<file path="config.mk">
export PLATFORM = sky130hd
export DESIGN_NAME = pcle_seq
export DESIGN_NICKNAME = d
export VERILOG_FILES = /design/src/rtl/pcle_pkg.sv /design/src/rtl/pcle_cnt.sv /design/src/rtl/pcle_seq.sv
export SDC_FILE = /design/constraint.sdc
export NUM_CORES = 1
export LEC_CHECK = 0
export CAP_MARGIN = 20
export CORE_UTILIZATION = 52
export DETAILED_ROUTE_END_ITERATION = 8
export GPL_TIMING_DRIVEN = 0
export PLACE_DENSITY = 0.81
export REMOVE_ABC_BUFFERS = 1
export SKIP_LAST_GASP = 1
export SYNTH_ARGS = -nofsm -noshare
export SYNTH_HDL_FRONTEND = slang
export SYNTH_HIERARCHICAL = 1
export SYNTH_SLANG_ARGS = --single-unit
export TNS_END_PERCENT = 1
</file>
<file path="constraint.sdc">
create_clock -name clk -period 3.9 [get_ports clk]
set_clock_uncertainty 0.2 [all_clocks]
set_input_delay 0.39 -clock clk [delete_from_list [all_inputs] [get_ports clk]]
set_output_delay 0.39 -clock clk [all_outputs]
set_load 0.01 [all_outputs]
</file>
<file path="src/rtl/pcle_pkg.sv">
// Shared types and constants for the loadable up-counter sequencer.
package pcle_pkg;

    typedef enum logic [1:0] {
        IDLE = 2'd0,
        RUN  = 2'd1,
        DONE = 2'd2
    } pcle_state_e;

    localparam logic MODE_ONESHOT  = 1'b0;
    localparam logic MODE_PERIODIC = 1'b1;

endpackage

</file>
<file path="src/rtl/pcle_cnt.sv">
// Combinational next-value cell for the loadable up-counter.
// Load wins over increment; carry flags an enabled tick at the all-ones value.
module pcle_cnt #(
    parameter int WIDTH = 8
) (
    input  logic             load,
    input  logic [WIDTH-1:0] load_val,
    input  logic             enable,
    input  logic [WIDTH-1:0] cur,
    output logic [WIDTH-1:0] nxt,
    output logic             carry
);

    localparam logic [WIDTH-1:0] ONE = {{(WIDTH-1){1'b0}}, 1'b1};

    // Select load value, incremented value (wraps modulo 2^WIDTH) or hold.
    always_comb begin
        nxt   = cur;
        carry = enable & (cur == {WIDTH{1'b1}});
        if (load) begin
            nxt = load_val;
        end else if (enable) begin
            nxt = cur + ONE;
        end
    end

endmodule

</file>
<file path="src/rtl/pcle_seq.sv">
// Sequencer for the loadable up-counter: holds reload value and mode,
// loads on start, gates ticks, and reports terminal count (periodic or one-shot).
module pcle_seq
    import pcle_pkg::*;
#(
    parameter int WIDTH    = 8,
    parameter int TC_CNT_W = 4
) (
    input  logic                clk,
    input  logic                rst_n,
    input  logic                cfg_valid,
    output logic                cfg_ready,
    input  logic [WIDTH-1:0]    cfg_reload,
    input  logic                cfg_periodic,
    input  logic                start,
    input  logic                stop,
    input  logic                clear,
    input  logic                tick,
    output logic [WIDTH-1:0]    count,
    output logic                tc,
    output logic                busy,
    output logic                done,
    output logic [TC_CNT_W-1:0] tc_events
);

    localparam logic [TC_CNT_W-1:0] EV_ONE = {{(TC_CNT_W-1){1'b0}}, 1'b1};

    pcle_state_e         state_q,  state_d;
    logic [WIDTH-1:0]    count_q,  count_d;
    logic [WIDTH-1:0]    reload_q, reload_d;
    logic                mode_q,   mode_d;
    logic                tc_q,     tc_d;
    logic [TC_CNT_W-1:0] ev_q,     ev_d;

    logic                cfg_fire;
    logic                start_go;
    logic [WIDTH-1:0]    start_val;
    logic                start_mode;
    logic                cnt_load;
    logic [WIDTH-1:0]    cnt_load_val;
    logic                cnt_en;
    logic [WIDTH-1:0]    cnt_nxt;
    logic                cnt_carry;

    pcle_cnt #(
        .WIDTH(WIDTH)
    ) u_cnt (
        .load     (cnt_load),
        .load_val (cnt_load_val),
        .enable   (cnt_en),
        .cur      (count_q),
        .nxt      (cnt_nxt),
        .carry    (cnt_carry)
    );

    // All state flops; asynchronous reset returns everything to idle defaults.
    always_ff @(posedge clk or negedge rst_n) begin
        if (!rst_n) begin
            state_q  <= IDLE;
            count_q  <= '0;
            reload_q <= '0;
            mode_q   <= MODE_ONESHOT;
            tc_q     <= 1'b0;
            ev_q     <= '0;
        end else begin
            state_q  <= state_d;
            count_q  <= count_d;
            reload_q <= reload_d;
            mode_q   <= mode_d;
            tc_q     <= tc_d;
            ev_q     <= ev_d;
        end
    end

    // Next-state logic; priority is clear > stop > start > tick.
    always_comb begin
        state_d  = state_q;
        reload_d = reload_q;
        mode_d   = mode_q;
        ev_d     = ev_q;

        // Config is blocked in RUN and swallowed by clear.
        cfg_fire   = cfg_valid & (state_q != RUN) & ~clear;
        // Start and stop act in disjoint states, so stop need not gate start.
        start_go   = start & (state_q != RUN) & ~clear;
        start_val  = cfg_fire ? cfg_reload   : reload_q;
        start_mode = cfg_fire ? cfg_periodic : mode_q;

        cnt_en       = (state_q == RUN) & tick & ~stop & ~clear;
        // Start and a terminal carry are mutually exclusive (different states).
        cnt_load     = start_go | (cnt_carry & (mode_q == MODE_PERIODIC));
        cnt_load_val = start_go ? start_val : reload_q;

        count_d = clear ? '0 : cnt_nxt;
        tc_d    = cnt_carry;

        if (cfg_fire) begin
            reload_d = cfg_reload;
            mode_d   = cfg_periodic;
        end
        if (start_go) begin
            mode_d = start_mode;
        end

        if (clear || start_go) begin
            ev_d = '0;
        end else if (cnt_carry && (ev_q != {TC_CNT_W{1'b1}})) begin
            ev_d = ev_q + EV_ONE;
        end

        if (clear) begin
            state_d = IDLE;
        end else begin
            unique case (state_q)
                RUN: begin
                    if (stop) begin
                        state_d = IDLE;
                    end else if (cnt_carry && (mode_q == MODE_ONESHOT)) begin
                        state_d = DONE;
                    end
                end
                IDLE, DONE: begin
                    if (start_go) begin
                        state_d = RUN;
                    end
                end
                default: state_d = IDLE;
            endcase
        end
    end

    assign count     = count_q;
    assign tc        = tc_q;
    assign tc_events = ev_q;
    assign busy      = (state_q == RUN);
    assign done      = (state_q == DONE);
    assign cfg_ready = (state_q != RUN);

endmodule

</file>
==> metrics.md, run 1 <==
| Metric | Value |
|---|---|
| Status | `completed` |
| Clock transition at the registers of the reported paths | `130 ps` |
| Non-filler instance count after layout | `189` |
| Psw | `0.000132 W` |
| Number of global-route vias before repair | `1018` |
| Ant. Diodes | `0` |
| Pin count of the biggest net entering global routing | `25` |
| TritonCTS clock tree | `built` |
| Commonest non-fill, non-tap cell in the layout | `clkdlybuf4s50_1` |
| XOR/XNOR Fraction of Synth Area | `0.0264` |
| DR WL/cell | `14.5 um` |
| Die Span X | `52.6 um` |
| Hold bufs inserted after CTS | `0` |
| Number of core rows | `17` |
| Area grow syn2layout | `28.3%` |
| Setup TNS | `0 ps` |
| Post-synthesis adder-cell area fraction | `0.0188` |
| Fmax | `281 MHz` |
| Max-slew headroom | `0.595` |
| Largest family of logic cells by synthesized area | `simple AND/OR/NAND/NOR gates` |
| Final setup vio count | `0` |
| Nets | `180` |
| Post CTS Setup Buffer Count | `0` |
| Antenna violations before repair | `0` |
| Mapped Area | `1330 um^2` |
| Vias | `1069` |
| Clock power frac | `0.244` |
| Setup WS post-layout | `347 ps` |
| Routability Congestion | `0.805` |
| Switching part of the total | `0.250` |
| Total Power | `0.000527 W` |
| Final min period | `3550 ps` |
| DP Wirelength | `2070 um` |
| Area of the die | `2760 um^2` |
| Hold Fails Final Rpt | `0` |
| DRC Markers | `0` |
| Crit Path Category | `input port to flip-flop` |
| Max stage delay on crit path | `700 ps` |
| Measured slew at the worst slew-check pin | `604 ps` |
| Total CTS buffers | `3` |
| Max Cap Viol | `0` |
| First-pass GRT wire length | `4520 um` |
| Mapped Cells | `128` |
| Total Routing Usage GR | `0.230` |
| Count of input and output buffers | `31` |
| Worst-skew pair later-pin latency | `300 ps` |
| Top cell by count, worst path | `o21ai_1` |
| Clk buf depth | `2` |
| Syn. warnings | `6` |
| Gate power share | `0.207` |
| Vias per Instance | `5.66` |
| Total iterations of the first detailed-routing run | `4` |
| Seq pwr share | `0.549` |
| Core Area | `2320 um^2` |
| H-tree depth | `1` |
| Io pins | `32` |
| Post-synthesis sequential element count | `24` |
| Crit path DAT | `3530 ps` |
| Unrepaired setup endpoints after global routing | `no` |
| Mux contribution to synthesized area | `0.152` |
| Post-route ant nets | `0` |
| Max stage delay cell, worst path | `clkdlybuf4s50_1` |
| Reg2Reg Setup Slack | `520 ps` |
| Seq/Total Area, Yosys | `0.452` |
| Slew Limit Fails | `0` |
| Crit start category | `input port` |
| P_int | `0.000395 W` |
| P_leak | `0.706 nW` |
| Tightest Hold Check Type | `input port to async pin` |
| Mean post-synth cell area | `10.4 um^2` |
| Root buffer cell | `clkbuf_4` |
| # fillers | `177` |
| PD cells | `309 nW/um^2` |
| Compound-gate portion of the synthesized area | `0.0800` |
| Most frequent cells in the layout | `31 x clkdlybuf4s50_1, 24 x dfrtp_1, 17 x mux2_2, 13 x nor2b_1, 13 x nand2_1` |
| Clock Sinks | `24` |
| Worst-path cell chain | `clkdlybuf4s50_1 > nor4b_1 > buf_2 > nand3_1 > nor3_2 > nand2_1 > o21ai_1 > buf_4 > o21ai_1 > nor2b_1` |
| Total gr overflow | `0` |
| Post-synthesis cell type count | `34` |
| VDD IR max | `0.255 mV` |
| Initial drt markers | `20` |
| Final WL | `2750 um` |
| Layout cells sized above 1 | `0.186` |
| Critical Path Fanout Max | `14` |
| WP data required | `3880 ps` |
| Placed cells | `184` |
| Period utilization | `0.911` |
| Worst slack, placed | `-181 ps` |
| Simple-Gate Fraction of Synth Area | `0.234` |
| Starting density of the core | `0.573` |
| Critical Path End Type | `flip-flop` |
| Die H | `52.6 um` |
cell type report:
type / instances / area, um^2 / share of cell area
Tap cell: 28 / 35.0 / 0.0205
Timing Repair Buffer: 34 / 338 / 0.198
Multi-Input combinational cell: 96 / 684 / 0.401
Inverter: 3 / 11.3 / 0.00660
Clock buffer: 4 / 36.3 / 0.0213
Sequential cell: 24 / 601 / 0.352
power groups by stage:
| stage | sequential (W) | clock, W | combinational [W] |
|---|---|---|---|
| floorplan | 0.000292 | 0 | 0.0000585 |
| global placement | 0.000292 | 0 | 0.000104 |
| CTS | 0.000289 | 0.000133 | 0.000109 |
| global route | 0.000292 | 0.000143 | 0.000120 |
| finish | 0.000289 | 0.000128 | 0.000109 |
| detailed placement | 0.000294 | 0 | 0.000108 |
worst max-delay path, delay by kind of cell:
kind / cells / cell delay [ps]
buffers and inverters: 3 / 1250
AOI/OAI and AO/OA: 2 / 410
and+or+nand+nor: 5 / 1460
final timing paths:
path / from / endpoint / cells past startpoint
max in group asynchronous: rst_n / count[1]$_DFF_PN0_ / 2
min reg2reg: reload_q[2]$_DFF_PN0_ / reload_q[2]$_DFF_PN0_ / 1
min in group clk: reload_q[2]$_DFF_PN0_ / reload_q[2]$_DFF_PN0_ / 1
max reg2reg: state_q[1]$_DFFE_PN0P_ / count[4]$_DFF_PN0_ / 10
min: rst_n / reload_q[6]$_DFF_PN0_ / 1
max: clear / count[4]$_DFF_PN0_ / 10
through the flow:
| stage | instance area (um^2) | utilization | hold WS, ps |
|---|---|---|---|
| after floorplan | 1290 | - | -106 |
| after detailed placement | 1650 | 0.711 | 293 |
| after global routing | 1710 | 0.736 | 226 |
| after CTS | 1690 | 0.727 | 323 |
| final | 1710 | 0.736 | 193 |
| after global placement | 1640 | 0.706 | 281 |
flip-flops by register name, indices dropped and copies added (netlist names):
register,cells
tc_events,4
mode_q,1
tc,1
count,8
state_q,2
reload_q,8
Yosys cell counts (all sizes together):
cell type	count	area share
nor3	3	0.011
xnor2	1	0.0066
a211oi	1	0.0057
nand3	6	0.026
nand2	14	0.041
and4	1	0.0066
o211ai	1	0.0057
mux2i	1	0.0075
o21ai	11	0.041
or4	4	0.025
nor2b	13	0.061
clkbuf	1	0.0028
and3	1	0.0047
nor4b	1	0.0066
nor2	1	0.0028
inv	3	0.0085
ha	2	0.019
nand2b	3	0.014
buf	4	0.025
or3	1	0.0047
mux2	17	0.14
xor2	3	0.020
dfrtp	24	0.45
nand4	4	0.024
nand3b	1	0.0057
a21o	1	0.0057
a21oi	5	0.022
per-layer routing:
| metal | global-route usage | share of wire | vias to the layer above |
|---|---|---|---|
| met2 | 0.384 | 0.49 | 31 |
| met4 | 0.0746 | 0.0051 | 0 |
| met5 | 0 | 0 | - |
| li1 | - | - | 521 |
| met1 | 0.305 | 0.46 | 515 |
| met3 | 0.0348 | 0.043 | 2 |
logic make-up after synthesis:
logic type | after synthesis
mux | 18
xor+xnor | 4
compound gates | 19
fa+ha+maj | 2
buf+inv | 8
flops | 24
simple gates | 53
what timing repair did:
action	CTS	global route
hold endpoints to repair	0	0
endpoints found under the setup margin	0	8
resized for setup	0	1
Power figures use the tool's default switching activity.
==> run 2, diff against run 1 <==
--- a/config.mk
+++ b/config.mk
@@ -6,6 +6,7 @@
 export NUM_CORES = 1
 export LEC_CHECK = 0
 export CAP_MARGIN = 20
+export CORE_ASPECT_RATIO = 0.75
 export CORE_UTILIZATION = 52
 export DETAILED_ROUTE_END_ITERATION = 8
 export GPL_TIMING_DRIVEN = 0
==> metrics.md, run 2 (same netlist as run 1, synthesis figures left out) <==
| Metric | Value |
|---|---|
| Status | `completed (unchanged)` |
| Final WL | `2860 um (was 2750 um)` |
| First-pass GRT wire length | `4420 um (was 4520 um)` |
| Layout cells sized above 1 | `0.181 (was 0.186)` |
| Critical Path End Type | `flip-flop (unchanged)` |
| PD cells | `337 nW/um^2 (was 309 nW/um^2)` |
| Routability Congestion | `0.747 (was 0.805)` |
| Met2 GRT Util | `0.349 (was 0.384)` |
| Fmax | `282 MHz (was 281 MHz)` |
| Nets | `179 (was 180)` |
| DRC Markers | `0 (unchanged)` |
| Worst slack, placed | `-541 ps (was -181 ps)` |
| VDD IR max | `0.371 mV (was 0.255 mV)` |
| Hold Fails Final Rpt | `0 (unchanged)` |
| Slew Limit Fails | `0 (unchanged)` |
| Max Cap Viol | `0 (unchanged)` |
| Clock transition at the registers of the reported paths | `150 ps (was 130 ps)` |
| Tightest Hold Check Type | `input port to async pin (unchanged)` |
| Post CTS Setup Buffer Count | `0 (unchanged)` |
| Critical Path Fanout Max | `14 (unchanged)` |
| Starting density of the core | `0.562 (was 0.573)` |
| FF-to-FF path depth | `10 (unchanged)` |
| Area of the die | `2760 um^2 (about the same)` |
| Setup WS post-layout | `349 ps (was 347 ps)` |
| GR Layer Usage met3 | `0.0795 (was 0.0348)` |
| Initial drt markers | `52 (was 20)` |
| Clock Sinks | `24 (unchanged)` |
| Reg2Reg Setup Slack | `550 ps (was 520 ps)` |
| Io pins | `32 (unchanged)` |
| Crit Path Category | `input port to flip-flop (unchanged)` |
| Worst reg2reg endpoint | `count[0]$_DFF_PN0_ (was count[4]$_DFF_PN0_)` |
| Die Span X | `60.4 um (was 52.6 um)` |
| Area grow syn2layout | `30.5% (was 28.3%)` |
| Total CTS buffers | `3 (unchanged)` |
| P_leak | `0.714 nW (was 0.706 nW)` |
| Gr busiest metal | `met2 (unchanged)` |
| Total Power | `0.000585 W (was 0.000527 W)` |
| Number of core rows | `15 (was 17)` |
| Die H | `45.8 um (was 52.6 um)` |
| Post-route cell area | `1730 um^2 (was 1710 um^2)` |
| Max stage delay cell, worst path | `clkdlybuf4s50_1 (unchanged)` |
| Non-filler instance count after layout | `194 (was 189)` |
| DR WL/cell | `14.7 um (was 14.5 um)` |
| Bufs and invs on worst path | `2 (was 3)` |
| H-tree depth | `1 (unchanged)` |
| Total Routing Usage GR | `0.223 (was 0.230)` |
| Clk buf depth | `2 (unchanged)` |
| WP data required | `3940 ps (was 3880 ps)` |
| Dpl cell area | `1650 um^2 (about the same)` |
| GR Util met1 | `0.290 (was 0.305)` |
| Period utilization | `0.911 (about the same)` |
| Crit path DAT | `3590 ps (was 3530 ps)` |
| Post-route ant nets | `0 (unchanged)` |
| Count of input and output buffers | `31 (unchanged)` |
| Max-slew headroom | `0.534 (was 0.595)` |
| Total gr overflow | `0 (unchanged)` |
| Commonest non-fill, non-tap cell in the layout | `clkdlybuf4s50_1 (unchanged)` |
| Most frequent cells in the layout | `31 x clkdlybuf4s50_1, 24 x dfrtp_1, 17 x mux2_2, 13 x nor2b_1, 13 x nand2_1 (unchanged)` |
| Antenna violations before repair | `0 (unchanged)` |
| TritonCTS clock tree | `built (unchanged)` |
| Reg-to-Reg Start | `state_q[1]$_DFFE_PN0P_ (unchanged)` |
| Worst-path cell chain | `clkdlybuf4s50_1 > nor4b_4 > nand3_1 > nor3_1 > nand2_1 > o21ai_1 > buf_4 > nand2_1 > o21ai_1 > nor2b_1 (was clkdlybuf4s50_1 > nor4b_1 > buf_2 > nand3_1 > nor3_2 > nand2_1 > o21ai_1 > buf_4 > o21ai_1 > nor2b_1)` |
| Final setup vio count | `0 (unchanged)` |
| Crit start category | `input port (unchanged)` |
| Core Area | `2360 um^2 (was 2320 um^2)` |
| Measured slew at the worst slew-check pin | `694 ps (was 604 ps)` |
| Unrepaired setup endpoints after global routing | `no (unchanged)` |
| Pin count of the biggest net entering global routing | `25 (unchanged)` |
| Vias | `1067 (was 1069)` |
| Max stage delay on crit path | `730 ps (was 700 ps)` |
| Placed cells | `189 (was 184)` |
| Total iterations of the first detailed-routing run | `4 (unchanged)` |
| Ant. Diodes | `0 (unchanged)` |
| Number of global-route vias before repair | `1013 (was 1018)` |
| Root buffer cell | `clkbuf_4 (unchanged)` |
| Delay-heaviest family, CP | `simple AND/OR/NAND/NOR gates (unchanged)` |
| Vias per Instance | `5.50 (was 5.66)` |
| Final min period | `3550 ps (about the same)` |
| DP Wirelength | `2010 um (was 2070 um)` |
| Worst-skew pair later-pin latency | `330 ps (was 300 ps)` |
==> run 2: final cells by class <==
cell class              count  area (um^2)
clock inverters             1         30.0
fillers                   187          631
repair buffers             33          333
well taps                  34         42.5
clock buffers               3         22.5
multi-input cells          96          694
inverters                   3         11.3
flip-flops and latches     24          601
==> run 2: worst max path at each step <==
stage	end	cells past startpoint	from
CTS	count[1]$_DFF_PN0_	10	clear
global placement	count[5]$_DFF_PN0_	9	clear
detailed placement	count[1]$_DFF_PN0_	9	clear
global route	count[1]$_DFF_PN0_	10	clear
floorplan	count[5]$_DFF_PN0_	9	state_q[1]$_DFFE_PN0P_
finish	count[0]$_DFF_PN0_	10	clear
==> run 2: timing repair <==
| action | in CTS | in global routing |
|---|---|---|
| gates resized for setup | 1 | 1 |
| pin swaps | 0 | 0 |
| endpoints found under the setup margin | 9 | 8 |
| hold buffers | 0 | 0 |
==> run 2: report_power, final <==
group	switching [W]	total (W)	internal (W)
clock network	0.0000796	0.000184	0.000104
registers	0.0000177	0.000290	0.000272
logic	0.0000447	0.000111	0.0000665
total	0.000142	0.000585	0.000443
==> run 2: metrics by stage <==
step / setup TNS, ps / hold WS, ps / util
6_report: 0 / 240 / 0.733
5_1_grt: 0 / 264 / 0.733
2_1_floorplan: 0 / -106 / -
3_3_place_gp: -6020 / 282 / 0.695
4_1_cts: 0 / 324 / 0.723
3_5_place_dp: -4940 / 295 / 0.698
==> run 2: worst register-to-register path, stage by stage (launching register included) <==
cell,delay (ps)
dfrtp_1,410
nand2b_1,320
nor4b_4,490
nand3_1,210
nor3_1,620
nand2_1,110
o21ai_1,370
buf_4,280
nand2_1,70
o21ai_1,70
nor2b_1,140
==> run 2: per-layer routing <==
metal	routed length (um)	share of wire
met3	168	0.059
met4	8	0.0028
met5	0	0
met2	1360	0.47
met1	1320	0.46
==> run 3, diff against run 2 <==
--- a/config.mk
+++ b/config.mk
@@ -7,6 +7,7 @@
 export LEC_CHECK = 0
 export CAP_MARGIN = 20
 export CORE_ASPECT_RATIO = 0.75
+export CORE_MARGIN = 1
 export CORE_UTILIZATION = 52
 export DETAILED_ROUTE_END_ITERATION = 8
 export GPL_TIMING_DRIVEN = 0
==> results of run 3 <==
Final layout, timing and power as in run 2 (identical DEF).
